--- src/rtl/counter_monitor.sv ---
// Watches a free-running counter: predicts each valid sample from the previous one plus its
// increment command, and reports lock, mismatch pulses, saturating statistics and a sticky fault.
module counter_monitor #(
  parameter int unsigned WIDTH       = 32,
  parameter int unsigned CNT_WIDTH   = 16,
  parameter int unsigned FAULT_LIMIT = 4
) (
  input  logic                 clock,
  input  logic                 reset,
  input  logic                 clear,
  input  logic                 valid,
  input  logic [WIDTH-1:0]     value,
  input  logic                 increment,
  output logic                 locked,
  output logic                 mismatch,
  output logic                 fault,
  output logic [WIDTH-1:0]     expected,
  output logic [CNT_WIDTH-1:0] mismatch_count,
  output logic [CNT_WIDTH-1:0] wrap_count
);

  typedef enum logic [1:0] {
    ST_UNLOCKED = 2'd0,
    ST_LOCKED   = 2'd1,
    ST_FAULT    = 2'd2
  } state_e;

  localparam logic [CNT_WIDTH-1:0] CNT_MAX   = {CNT_WIDTH{1'b1}};
  localparam logic [CNT_WIDTH-1:0] CNT_ONE   = CNT_WIDTH'(1);
  localparam logic [CNT_WIDTH-1:0] CNT_ZERO  = {CNT_WIDTH{1'b0}};
  localparam logic [CNT_WIDTH-1:0] LIMIT     = CNT_WIDTH'(FAULT_LIMIT);
  localparam logic [WIDTH-1:0]     VAL_ZERO  = {WIDTH{1'b0}};

  state_e                 state_q;
  logic                   inc_q;
  logic [WIDTH-1:0]       expected_q;
  logic [CNT_WIDTH-1:0]   mcount_q;
  logic [CNT_WIDTH-1:0]   wcount_q;
  logic [CNT_WIDTH-1:0]   err_q;
  logic                   locked_q;
  logic                   mismatch_q;
  logic                   fault_q;

  logic [WIDTH-1:0]       predict_d;
  logic                   hit_d;
  logic                   wrap_d;
  logic [CNT_WIDTH-1:0]   mcount_d;
  logic [CNT_WIDTH-1:0]   wcount_d;
  logic [CNT_WIDTH-1:0]   err_d;
  logic                   limit_d;

  // Prediction, comparison and saturating increments for the current sample
  always_comb begin
    predict_d = value + {{(WIDTH-1){1'b0}}, increment};
    hit_d     = (value == expected_q);
    // A correct prediction of 0 made with increment=1 can only come from an all-ones sample
    wrap_d    = hit_d && inc_q && (expected_q == VAL_ZERO);
    mcount_d  = (mcount_q == CNT_MAX) ? mcount_q : mcount_q + CNT_ONE;
    wcount_d  = (wcount_q == CNT_MAX) ? wcount_q : wcount_q + CNT_ONE;
    err_d     = (err_q == CNT_MAX) ? err_q : err_q + CNT_ONE;
    limit_d   = (err_d >= LIMIT);
  end

  // Monitor state machine with registered outputs; reset and clear share one path
  always_ff @(posedge clock) begin
    if (reset || clear) begin
      state_q    <= ST_UNLOCKED;
      inc_q      <= 1'b0;
      expected_q <= VAL_ZERO;
      mcount_q   <= CNT_ZERO;
      wcount_q   <= CNT_ZERO;
      err_q      <= CNT_ZERO;
      locked_q   <= 1'b0;
      mismatch_q <= 1'b0;
      fault_q    <= 1'b0;
    end else begin
      mismatch_q <= 1'b0;
      if (valid) begin
        expected_q <= predict_d;
        inc_q      <= increment;
        case (state_q)
          ST_UNLOCKED: begin
            state_q  <= ST_LOCKED;
            locked_q <= 1'b1;
            err_q    <= CNT_ZERO;
          end
          ST_LOCKED, ST_FAULT: begin
            if (hit_d) begin
              err_q <= CNT_ZERO;
              if (wrap_d) begin
                wcount_q <= wcount_d;
              end
            end else begin
              mismatch_q <= 1'b1;
              mcount_q   <= mcount_d;
              err_q      <= err_d;
              if (limit_d) begin
                state_q <= ST_FAULT;
                fault_q <= 1'b1;
              end
            end
          end
          default: begin
            state_q  <= ST_UNLOCKED;
            locked_q <= 1'b0;
            fault_q  <= 1'b0;
            err_q    <= CNT_ZERO;
          end
        endcase
      end
    end
  end

  assign locked         = locked_q;
  assign mismatch       = mismatch_q;
  assign fault          = fault_q;
  assign expected       = expected_q;
  assign mismatch_count = mcount_q;
  assign wrap_count     = wcount_q;

endmodule

--- config.mk ---
export PLATFORM = sky130hd
export DESIGN_NAME = counter_monitor
export DESIGN_NICKNAME = d
export VERILOG_FILES = /design/src/rtl/counter_monitor.sv
export SDC_FILE = /design/constraint.sdc
export NUM_CORES = 1
export LEC_CHECK = 0
export ABC_AREA = 1
export CAP_MARGIN = 20
export CELL_PAD_IN_SITES_DETAIL_PLACEMENT = 0
export CELL_PAD_IN_SITES_GLOBAL_PLACEMENT = 1
export CORE_MARGIN = 2
export CORE_UTILIZATION = 35
export DETAILED_ROUTE_END_ITERATION = 10
export GPL_TIMING_DRIVEN = 1
export PLACE_DENSITY = 0.79
export SYNTH_ARGS = -nofsm -noshare
export SYNTH_HDL_FRONTEND = slang
export SYNTH_SLANG_ARGS = --single-unit
--- constraint.sdc ---
create_clock -name clock -period 4.6 [get_ports clock]
set_clock_uncertainty 0.1 [all_clocks]
set_input_delay 0.69 -clock clock [delete_from_list [all_inputs] [get_ports clock]]
set_output_delay 0.69 -clock clock [all_outputs]
set_load 0.05 [all_outputs]
==> results of run 1 <==
critical path, stage by stage:
cell             delay [ns]
clkdlybuf4s50_1        0.56
inv_1                  0.08
nand2_1                0.06
nand2_1                0.06
nor2_1                 0.14
and2_1                 0.15
nand2_1                0.06
nor2_2                 0.20
nand2_4                0.12
and3_1                 0.16
nand2_1                0.32
inv_1                  0.22
o21ai_0                0.12
o21ai_0                0.09
where the power goes:
group	internal [W]	switching [W]
clock	0.000375	0.000348
combinational	0.0000979	0.000173
sequential	0.000758	0.0000193
synthesized netlist by cell type (9+ instances only):
library cell / n
o21ai_0: 41
o211ai_1: 13
nor2_1: 105
or2_2: 9
nand2_1: 199
xor2_1: 40
inv_1: 132
nand3_1: 63
a21oi_1: 39
nand4_1: 29
xnor2_1: 16
nor4_1: 14
dfxtp_1: 86
nor2_2: 12
nor3_1: 28
kinds of logic after synthesis:
group / count (synthesis) / share of synthesized area, %
AOI/OAI and AO/OA: 112 / 11.0
xor gates and xnor gates: 56 / 8.56
adders and majority gates: 6 / 1.31
buffers and inverters: 156 / 10.7
DFF: 86 / 30.1
muxes: 1 / 0.175
and+or+nand+nor: 482 / 38.3
worst paths after layout:
check / to / cells after the start / from
min: state_q[0] / 2 / state_q[0]
max: err_q[4] / 14 / value[28]
max reg2reg: err_q[4] / 13 / expected[28]
min reg2reg: state_q[0] / 2 / state_q[0]
per-stage QoR:
step | util, % | power (W) | instance area [um^2] | hold slack, ns
3_3_place_gp | 43.7 | 0.00106 | 6970 | 0.374
3_5_place_dp | 43.7 | 0.00106 | 6970 | 0.371
4_1_cts | 45.5 | 0.00179 | 7250 | 0.387
6_report | 45.5 | 0.00177 | 7250 | 0.386
5_1_grt | 45.5 | 0.00184 | 7250 | 0.415
2_1_floorplan | - | 0.000945 | 5730 | 0.354
final cells by class:
type	count	area [um^2]	share of cell area, %
clock buffers	9	225	3.11
clock inverters	7	56.3	0.777
inverters	137	519	7.16
multi-input cells	657	3390	46.8
flip-flops and latches	86	1720	23.8
well taps	216	270	3.73
repair buffers	107	1060	14.6
routing by layer:
layer	wire, um	track usage (%)
met2	8590	36.0
met5	0	0
met4	465	7.67
met1	8630	28.2
met3	747	2.54
state kept, by name (all words and copies together), names as in the netlist:
name and count:
mismatch_count 16, locked 1, state_q 2, mismatch 1
err_q 16, inc_q 1, wrap_count 16, fault 1
expected 32
==> results.cfg, run 1 <==
[synth]
ys_seq_area_share_pct = 30.1
synthDistinctLibCells = 45
async_flop_share_pct = 0
synth-edff-count = 0
synth_area_per_cell_um2 = 6.37
ys.flop_type = dfxtp_1
synth.top_cell.area_share_pct = 30.1
syn-num-nets = 942
yosys.area.top_type = dfxtp_1
ys_ff_latch = 86
yosys_warnings = 0
syn-instance-count = 899
synth_area_leaders = dfxtp_1, nand2_1, inv_1, nor2_1, xor2_1
netlist_area_um2 = 5730

[final_layout]
drive_above_1_share_pct = 5.78
syn2layout_area_growth_pct = 26.6
nets = 1041
final_cells = 1219
diodes = 0
final_cell_mix = nand2_1, inv_1, nor2_1
final_common_cell = nand2_1
fill_cells = 1726

[clock_tree]
cts_buffers = 9
tritoncts = yes
clock_path_buffers = 2
cts.hold.buffers_added = 0
cts_max_level = 3
cts_resized = 0
clk-insertion-delay-late_ns = 0.35
post_cts_buffers = 0
cts_sinks = 86
cts_root_buf = clkbuf_16
path_clk_slew_ns = 0.07

[sta]
fin_crit_ns = 2.91
clock.fmax_ghz = 0.343
setup_violations = 0
rsz0062_at_grt = false
finalHoldViolCount = 0
timing.final.ws_setup_ns = 1.69
fin_setup_tns_ns = 0
relSlewSlack_pct = 48.9
drv_slew = 0
tightest_slew_ns = 0.764
fin_crit_sh_pct = 63.3

[drt]
drt-wirelength-per-cell_um = 15.1
drt_wl_total_mm = 18.4
drc = 0
ant_nets = 0
drt-pass1-iter-count = 5
vias = 6069
drt-initial-drc-count = 404
vias_per_cell = 4.98

[worst_setup_path]
cp.arrival_ns = 3.03
crit_path_end_kind = register
criticalPathCategory = primary input to register
path_max_fanout = 11
rrSetupSlack_ns = 2.16
worstPathRequired_ns = 4.71
worst_setup_path_start_kind = primary input

[floorplan]
initial_core_util_pct = 35.9
core_um2 = 15900
io_pins = 104
die_w_um = 132
die_h_um = 132
dieArea_um2 = 17400
row_count = 46

[place]
place.gp.congestion = 0.923
hpwl_mm = 14.2
numPlacedInstances = 1203
dp_slack_ns = 1.33
portBuffers = 103

[pwr]
leakage_nw = 2.95
ir_drop_uv = 162
power.density_nw_per_um2 = 244

[grt]
grt_max_degree = 38
overflow = 0
grt_pass1_vias = 5760
track_usage_pct = 21.4
grt_pass1_wl_mm = 29.8
antenna_found_initial = 0

[run]
drv_cap = 0

[status]
status = complete, no violations

[worst_hold_path]
hold_class = register to register
Note: power is estimated with default switching activity, not from simulation.
==> inputs of run 2 (changes only) <==
- clock period: 4.6 -> 3 ns (I/O delays scaled with it)
==> results.cfg, run 2 (same netlist as run 1, synthesis figures left out) <==
[drt]
drt-pass1-iter-count = 5
drt-wirelength-per-cell_um = 15.2
vias = 6049
drc = 0
drt_wl_total_mm = 18.7
ant_nets = 0
drt-initial-drc-count = 423
vias_per_cell = 4.91

[floorplan]
io_pins = 104
die_h_um = 132
die_w_um = 132
dieArea_um2 = 17400
row_count = 46
core_um2 = 15900
initial_core_util_pct = 35.9

[final_layout]
diodes = 0
register_area_um2 = 1720
syn2layout_area_growth_pct = 28.2
drive_above_1_share_pct = 6.90
final_util_pct = 46.0
fill_cells = 1713
final_common_cell = nand2_1
multi_input_area_um2 = 3390
final_cell_mix = nand2_1, inv_1, nor2_1
final_cells = 1231
final_cell_area_um2 = 7340
nets = 1053
largest_reg_flops = 32

[worst_setup_path]
path_max_fanout = 4
worstPathRequired_ns = 3.20
worst_setup_path_start_kind = primary input
cp.arrival_ns = 2.71
path_cells = clkdlybuf4s50_1 > ha_1 > ha_1 > inv_1 > nor3_2 > nand2_1 > nor2_1 > nand2_1 > or2_2 > nand3_1 > o211ai_1 > inv_1
cp_slowest_stage_delay_ns = 0.51
crit_path_end_kind = register
criticalPathCategory = primary input to register
slowest_stage = clkdlybuf4s50_1

[clock_tree]
clock_path_buffers = 2
path_clk_slew_ns = 0.07
cts_root_buf = clkbuf_16
cts_max_level = 3
cts.hold.buffers_added = 0
cts_buffers = 9
post_cts_buffers = 0
clk-insertion-delay-late_ns = 0.35
cts_sinks = 86
cts_resized = 0
tritoncts = yes

[status]
status = complete, no violations

[place]
hpwl_mm = 14.6
place.gp.congestion = 0.903
numPlacedInstances = 1215
place_area_um2 = 7060
portBuffers = 103

[sta]
setup_violations = 0
tightest_slew_ns = 0.592
fin_setup_tns_ns = 0
drv_slew = 0
clock.fmax_ghz = 0.398
fin_crit_sh_pct = 83.8
finalHoldViolCount = 0
relSlewSlack_pct = 60.4
fin_crit_ns = 2.51
rsz0062_at_grt = false

[grt]
grt_pass1_vias = 5841
overflow = 0
antenna_found_initial = 0
track_usage_pct = 22.1
grt_max_degree = 37
grt_pass1_wl_mm = 30.6

[pwr]
p_seq_share_pct = 43.7
pwr-share-comb_pct = 15.5
clock_power_share_pct = 40.8
power.density_nw_per_um2 = 371
p_int_w = 0.00191
p_sw_share_pct = 29.9
ir_drop_uv = 311
leakage_nw = 3.01
p_total_w = 0.00272
power_switching_w = 0.000812

[worst_hold_path]
hold_class = register to register

[run]
drv_cap = 0
## run 2: final timing paths
kind / start / slack (ns) / depth (start not counted) / end
min reg2reg: state_q[1] / 0.38 / 2 / state_q[1]
max reg2reg: state_q[0] / 0.62 / 14 / wrap_count[13]
min: state_q[1] / 0.38 / 2 / state_q[1]
max: value[0] / 0.49 / 12 / expected[22]
## run 2: worst max-delay path, delay by kind of cell
family,cells,cell delay (ns)
compound gates,1,0.08
fa+ha+maj,2,0.52
buf+inv,3,0.67
simple gates,6,0.99
## run 2: power groups by stage
stage	Combinational (W)	Sequential, W	Clock (W)
3_3_place_gp	0.000422	0.00122	0
6_report	0.000422	0.00119	0.00111
3_5_place_dp	0.000421	0.00122	0
5_1_grt	0.000460	0.00119	0.00119
2_1_floorplan	0.000177	0.00127	0
4_1_cts	0.000422	0.00119	0.00115
## run 2: layout make-up
class | instances | area share [%]
inverter | 137 | 7.07
clock inverter | 6 | 0.614
timing repair buffer | 119 | 15.7
sequential | 86 | 23.5
tap | 216 | 3.68
multi-input combinational | 657 | 46.2
clock buffer | 10 | 3.26
## run 2: metal layers
metal	up-vias	track usage (%)	share of wire, %
met3	31	4.23	4.6
met5	-	0	0
li1	3134	-	-
met4	0	7.85	2.8
met2	157	37.3	47
met1	2727	28.0	45
## run 2: stage by stage
step,hold WS (ns),setup slack (ns)
detailed placement,0.379,0.152
global route,0.406,0.315
finish,0.385,0.486
global placement,0.372,0.192
floorplan,0.354,0.815
CTS,0.388,0.508
